### src/rtl/ram_test_seq.sv
// Memory test sequencer: sweeps an address range, writes (addr ^ seed) to the
// AXI-Stream RAM one command at a time and checks each read-back byte.
module ram_test_seq #(
  parameter int unsigned TIMEOUT = 64
) (
  input  logic        aclk,
  input  logic        aresetn,
  input  logic        start,
  input  logic [7:0]  base_addr,
  input  logic [8:0]  count,
  input  logic [7:0]  seed,
  output logic [31:0] m_axis_tdata,
  output logic        m_axis_tvalid,
  input  logic        m_axis_tready,
  input  logic [31:0] s_axis_tdata,
  input  logic        s_axis_tvalid,
  output logic        s_axis_tready,
  output logic        busy,
  output logic        done,
  output logic [8:0]  err_count,
  output logic [7:0]  first_err_addr,
  output logic        first_err_valid,
  output logic        timeout
);

  localparam int unsigned WW = (TIMEOUT < 2) ? 1 : $clog2(TIMEOUT + 1);

  typedef enum logic [1:0] {IDLE, SEND, WAIT_RSP, DONE} state_t;

  state_t        state;
  logic [7:0]    base_r;
  logic [7:0]    seed_r;
  logic [8:0]    cnt_r;
  logic [8:0]    idx;
  logic [WW-1:0] wait_cnt;

  logic [7:0] cur_addr;
  logic [7:0] next_addr;
  logic [7:0] exp_data;
  logic       rsp_ok;
  logic       last;
  logic       tmo_hit;

  always_comb begin
    cur_addr  = base_r + idx[7:0];
    next_addr = cur_addr + 8'd1;
    exp_data  = cur_addr ^ seed_r;
    rsp_ok    = (s_axis_tdata[31:8] == '0) && (s_axis_tdata[7:0] == exp_data);
    last      = (idx == cnt_r - 9'd1);
    // Fires on the cycle whose edge would bring the counter to TIMEOUT
    tmo_hit   = (TIMEOUT != 0) && ((32'(wait_cnt) + 32'd1) == TIMEOUT);
  end

  always_ff @(posedge aclk or negedge aresetn) begin
    if (!aresetn) begin
      state           <= IDLE;
      base_r          <= '0;
      seed_r          <= '0;
      cnt_r           <= '0;
      idx             <= '0;
      wait_cnt        <= '0;
      m_axis_tdata    <= '0;
      m_axis_tvalid   <= 1'b0;
      s_axis_tready   <= 1'b0;
      busy            <= 1'b0;
      done            <= 1'b0;
      err_count       <= '0;
      first_err_addr  <= '0;
      first_err_valid <= 1'b0;
      timeout         <= 1'b0;
    end else begin
      case (state)
        IDLE: begin
          if (start) begin
            base_r          <= base_addr;
            cnt_r           <= count;
            seed_r          <= seed;
            idx             <= '0;
            err_count       <= '0;
            first_err_valid <= 1'b0;
            timeout         <= 1'b0;
            busy            <= 1'b1;
            if (count == 9'd0) begin
              done  <= 1'b1;
              state <= DONE;
            end else begin
              m_axis_tvalid <= 1'b1;
              m_axis_tdata  <= {16'b0, base_addr ^ seed, base_addr};
              state         <= SEND;
            end
          end
        end

        SEND: begin
          if (m_axis_tready) begin
            m_axis_tvalid <= 1'b0;
            s_axis_tready <= 1'b1;
            wait_cnt      <= '0;
            state         <= WAIT_RSP;
          end
        end

        WAIT_RSP: begin
          // A response on the timeout cycle still counts as a response
          if (s_axis_tvalid) begin
            s_axis_tready <= 1'b0;
            if (!rsp_ok) begin
              err_count <= err_count + 9'd1;
              if (!first_err_valid) begin
                first_err_addr  <= cur_addr;
                first_err_valid <= 1'b1;
              end
            end
            if (last) begin
              done  <= 1'b1;
              state <= DONE;
            end else begin
              idx           <= idx + 9'd1;
              m_axis_tvalid <= 1'b1;
              m_axis_tdata  <= {16'b0, next_addr ^ seed_r, next_addr};
              state         <= SEND;
            end
          end else if (tmo_hit) begin
            s_axis_tready <= 1'b0;
            err_count     <= err_count + 9'd1;
            timeout       <= 1'b1;
            done          <= 1'b1;
            state         <= DONE;
          end else begin
            wait_cnt <= wait_cnt + 1'b1;
          end
        end

        DONE: begin
          done  <= 1'b0;
          busy  <= 1'b0;
          state <= IDLE;
        end

        default: state <= IDLE;
      endcase
    end
  end

endmodule

### config.mk
export PLATFORM = sky130hd
export DESIGN_NAME = ram_test_seq
export DESIGN_NICKNAME = d
export VERILOG_FILES = /design/src/rtl/ram_test_seq.sv
export SDC_FILE = /design/constraint.sdc
export NUM_CORES = 1
export LEC_CHECK = 0
export ABC_AREA = 0
export BUFFER_PORTS_ARGS = -buffer_cell sky130_fd_sc_hd__buf_2
export CORE_AREA = 2 2 98 100
export DETAILED_ROUTE_END_ITERATION = 7
export DIE_AREA = 0 0 100 102
export PLACE_DENSITY = 0.85
export SKIP_LAST_GASP = 1
export SLEW_MARGIN = 20
export SYNTH_ARGS = -nofsm -noshare
export SYNTH_HDL_FRONTEND = slang
export SYNTH_SLANG_ARGS = --single-unit
### constraint.sdc
create_clock -name aclk -period 8.4 [get_ports aclk]
set_input_delay 0.84 -clock aclk [delete_from_list [all_inputs] [get_ports aclk]]
set_output_delay 0.84 -clock aclk [all_outputs]
set_load 0.05 [all_outputs]
# Word-level counts from Yosys, hierarchy flattened
# Cells that the tools add are included.
[totals] register_bits=98
[classes] n_addsub=7 eq_ne=19 n_mux=48 bitwise=5 reduce_logical=22
[op_table] op="$mux 32" count=4
[op_table] op="$pmux 32 s2" count=1
[op_table] op="$mux 9" count=6
[op_table] op="$pmux 9 s2" count=2
[op_table] op="$logic_not 24->1" count=1
[op_table] op="$reduce_and 4->1" count=6
[op_table] op="$xor 8x8->8" count=3
[op_table] op="$mux 7" count=3
[op_table] op="$ne 2x2->1 const B" count=10
[op_table] op="$add 9x1->9 const B" count=2
[op_table] op="$mux 1" count=18
[op_table] op="$pmux 7 s2" count=1
[op_table] op="$mux 2" count=6
[op_table] op="$reduce_and 5->1" count=2
[op_table] op="$eq 9x9->1" count=1
[op_table] op="$logic_not 9->1" count=1
[op_table] op="$ne 3x3->1 const B" count=3
[op_table] op="$sub 9x1->9 const B" count=1
[op_table] op="$add 7x1->8 const B" count=1
[op_table] op="$add 8x1->8 const B" count=1
[op_table] op="$add 8x8->8" count=1
[op_table] op="$eq 8x7->1 const B" count=1
[op_table] op="$eq 8x8->1" count=1
[op_table] op="$pmux 1 s2" count=4
[op_table] op="13 further kinds" count=21

# Logic depth before layout (Yosys ltp)
[logic_depth] depth_word=7 mapped_depth=10 mapped_depth_nobuf=9

# Worst setup path before layout
# OpenSTA, ideal clock, no wires.
[synth_path] kind="register to register" startpoint="register idx[0]" endpoint="register err_count[0]" setup_time_ns=0.125 arrival_ns=3.131 required_ns=8.275 setup_slack_ns=5.144 stages_incl_launch_ff=10 n_path_buf=0 synth_period_minus_slack_ns=3.256 path_cell_list="dfrtp_1 -> ha_1 -> fa_1 -> a211o_1 -> and3_1 -> o211ai_1 -> xnor2_1 -> o2111ai_2 -> o211ai_2 -> mux2_2"
[synth_between] elab_chain_len=6
[synth_rtl] item="from (decl)" line_no="34" rtl="logic [8:0] idx;"
[synth_rtl] item="from (signal assigned)" line_no="118" rtl="idx <= idx + 9'd1;"
[synth_rtl] item="$add 8x8->8" line_no="45" rtl="cur_addr = base_r + idx[7:0];"
[synth_rtl] item="$xor 8x8->8" line_no="47" rtl="exp_data = cur_addr ^ seed_r;"
[synth_rtl] item="$eq 8x8->1" line_no="48" rtl="rsp_ok = (s_axis_tdata[31:8] == '0) && (s_axis_tdata[7:0] == exp_data);"
[synth_rtl] item="$logic_and 1x1->1" line_no="48"
[synth_rtl] item="$ne 3x3->1 (no line)"
[synth_rtl] item="$reduce_and 4->1 (no line)"
[synth_rtl] item="to (signal assigned)" line_no="108" rtl="err_count <= err_count + 9'd1;"
[synth_rtl] item="to (signal assigned)" line_no="125" rtl="err_count <= err_count + 9'd1;"
[synth_rtl] item="to (decl)" line_no="20" rtl="output logic [8:0] err_count,"
# No other way between the ends.
# A chain may end at the register's enable or synchronous reset.

# Final worst setup path
[layout_path] startpoint="register state[1]" endpoint="register idx[5]"
[layout_between] elab_chain_len=3 elab_cells_between_ends=8 classes_between="eq/ne (4); mux (1); reduce/logical (3)"
[layout_rtl] item="from (decl)" line_no="30" rtl="state_t state;"
[layout_rtl] item="from (signal assigned)" line_no="56" rtl="state <= IDLE;"
[layout_rtl] item="from (signal assigned)" line_no="85" rtl="state <= DONE;"
[layout_rtl] item="from (signal assigned)" line_no="89" rtl="state <= SEND;"
[layout_rtl] item="$eq 2x2->1 / $logic_not 2->1 (equally long branches)" line_no="72" rtl="case (state)"
[layout_rtl] item="$ne 2x2->1 (no line) / $reduce_bool 2->1 (equally long branches)"
[layout_rtl] item="$reduce_and 4->1 (no line)"
# Parallel ways exist; a longest one is shown, timed or not.

==> out/metrics.csv <==
metric,value,unit
period utilisation layout,43.63,%
PwrDens,392.8,nW/um^2
Die Y,102,um
worst min path class,flop to flop,
"Distinct cells, synth",77,
most common cell in the synthesized netlist,nand2_1,
Post-CTS Resized,0,
largest net degree at the start of global routing,83,
sequential share of power,30.3,%
"Hold Violations, Final",0,
Hold Crit Depth,1,
DR pass1 iterations,5,
Core Area,9109,um^2
Adder-Cell Fraction of Synth Area,3.205,%
HPWL Detailed,9567,um
die area,10200,um^2
"EDFF count, synth",0,
CP Capture Type,flop,
simple-gate share of the synthesized area,21.59,%
Net Sw Frac,49.12,%
Clock transition at path regs,0.09,ns
Residual DRC,0,
Crit Path Category,flop to flop,
design area,6006,um^2
CTS tree,done,
ys flop type,dfrtp_1,
share of layout cells above drive strength 1,23.85,%
Mapped Cells,575,
routed wire length per instance,16.85,um
number of DRC markers in iteration 0,369,
via/cell ratio,5.964,
Clock Path Buffers,2,
"top cells by area, synth","dfrtp_1 (39%), nand2_1 (8.3%), xor2_1 (4.0%)",
startpoint types,flop,
post-synth top area share,38.65,%
Net Switching,1.159,mW
Max transition margin,29.64,%
dpl ws,4.825,ns
Post-CTS Setup Bufs,0,
vias in the first global route,4438,
Register-to-Register Path Depth,7,
mux share of post-synthesis cell area,6.976,%
Inserted Clock Buffers,9,
Non-Filler Instances,783,
largest family of logic cells by synthesized area,simple AND/OR/NAND/NOR gates,
combinational fraction of design power,56.1,%
clock power share,13.6,%
worst path arrival time,3.95,ns
part of the Yosys area used for sequential elements,38.65,%
initial antenna violation count,0,
mean post-synth cell area,9.233,um^2
Synth Register Bits,82,
Max Slew Vio Count,0,
GRT Util Overall,26.69,%
Slew @ Worst Pin,1.053,ns
"Area growth, synth to finish",13.13,%
IO buf count,100,
worst-path fanout max,20,
fin util,65.93,%
Root Driver,clkbuf_8,
final setup vio count,0,
Hold Slack,0.4899,ns
Placer Congestion,0.9252,
Placed Area,5782,um^2
total power,2.359,mW
Tmin final,3.665,ns
Nets,741,
Compound-Gate Fraction of Synth Area,14.54,%
antenna-violating nets left,0,
synthesized cell area,5309,um^2
"Clk Latency, worst-skew pair",0.36,ns
Die Width,100,um
placed cells,766,
post-cts hold buffer count,0,
xor/xnor cell area share of the yosys netlist,9.380,%
WL final,13200,um
RSZ-0062 raised after global routing,false,
synth cell count leaders,"nand2_1 (118), dfrtp_1 (82), o21ai_0 (35), xor2_1 (24)",
Post-synth ARST share,100.0,%
internal power,1.200,mW
via count,4670,
initial core utilization,58.28,%
CP required,8.68,ns
Synth area leader,dfrtp_1,
GRT overflow,0,
Max Cap Viol,0,
# H-tree levels,3,
first-pass GRT wire length,21830,um
Row Count,35,
status,"complete, no violations",
peak supply drop,0.0002744,V
clk_skew,0.01427,ns
LEAKAGE,2.926,nW
# IOs,117,
Synth Warn #,0,
Num Clock Sinks,82,
setup ws final,4.735,ns
Peak Freq,0.2729,GHz
Setup TNS,0,ns
## sequential cells by signal (all words and copies together) (netlist names)
signal           count
base_r               8
busy                 1
cnt_r                9
done                 1
err_count            9
first_err_addr       8
first_err_valid      1
idx                  9
m_axis_tdata        16
m_axis_tvalid        1
s_axis_tready        1
seed_r               8
state                2
timeout              1
wait_cnt             7
## area by class of cell
class / count / area, um^2
Clock inverter: 6 / 90.09
Fill cell: 727 / 3103
Sequential cell: 82 / 2052
Tap cell: 111 / 138.9
Inverter: 15 / 56.30
Multi-Input combinational cell: 456 / 3017
Clock buffer: 10 / 127.6
Antenna cell: 1 / 2.502
Timing Repair Buffer: 102 / 521.8
## cell usage in the layout (no fill, tap or decap), types with 5 or more instances in the layout
cell type / synthesis / final
o31ai_1: 7 / 7
nand4_1: 9 / 9
o21ai_0: 35 / 35
and3_1: 7 / 7
nor3_1: 10 / 10
nor2_1: 23 / 23
nor4_1: 11 / 11
mux2_2: 16 / 16
dfrtp_1: 82 / 82
mux2_4: 8 / 8
inv_1: 13 / 13
or3_1: 5 / 5
conb_1: 1 / 16
o211ai_1: 7 / 7
nand3_1: 16 / 16
buf_2: 1 / 99
xnor2_1: 19 / 19
nor3b_1: 6 / 6
nand2_1: 118 / 118
nand2b_1: 5 / 5
mux2i_1: 7 / 7
o21a_1: 5 / 5
or4_1: 5 / 5
xor2_1: 24 / 24
ha_1: 12 / 12
clkbuf_8: 1 / 9
a21oi_1: 23 / 23
## layer usage
| layer | global-route usage [%] | vias to the layer above | routed length, um |
|---|---|---|---|
| li1 | - | 2201 | - |
| met1 | 37.27 | 2261 | 5622 |
| met2 | 43.09 | 177 | 6456 |
| met3 | 4.446 | 31 | 875 |
| met4 | 8.430 | 0 | 243 |
| met5 | 0 | - | 0 |
## final timing paths
path | slack (ns) | to | from
max in group asynchronous | 7.39 | seed_r[6]$_DFFE_PN0P_ | aresetn
worst min-delay path | 0.49 | wait_cnt[6]$_DFFE_PN0P_ | wait_cnt[6]$_DFFE_PN0P_
worst min register to register | 0.49 | wait_cnt[6]$_DFFE_PN0P_ | wait_cnt[6]$_DFFE_PN0P_
worst max-delay path | 4.74 | idx[5]$_DFFE_PN0P_ | state[1]$_DFFE_PN0P_
worst max register to register | 4.74 | idx[5]$_DFFE_PN0P_ | state[1]$_DFFE_PN0P_
min in group asynchronous | 0.51 | wait_cnt[5]$_DFFE_PN0P_ | aresetn
## power groups by stage
stage | clock (mW) | combinational [mW] | sequential [mW]
6_report | 0.321 | 1.32 | 0.715
5_1_grt | 0.340 | 1.42 | 0.737
4_1_cts | 0.324 | 1.32 | 0.711
3_5_place_dp | 0 | 1.31 | 0.718
3_3_place_gp | 0 | 1.27 | 0.710
2_1_floorplan | 0 | 0.788 | 0.955
## worst max-delay path, cell delays in order (launching register included)
cell	delay, ns
dfrtp_1	0.75
clkinv_1	0.42
nor2_1	0.87
nand2_1	0.44
nand2_1	0.24
o31ai_4	0.17
or4_1	0.52
a21oi_1	0.17
## logic make-up (layout without fill, tap and decap cells)
| logic type | count (synthesis) | in the layout |
|---|---|---|
| compound gates | 113 | 113 |
| mux | 31 | 31 |
| flops | 82 | 82 |
| buf+inv | 52 | 133 |
| simple gates | 235 | 235 |
| fa+ha+maj | 13 | 13 |
| other cells | 1 | 17 |
| xor+xnor | 48 | 48 |
Note: power is estimated with default switching activity, not from simulation.
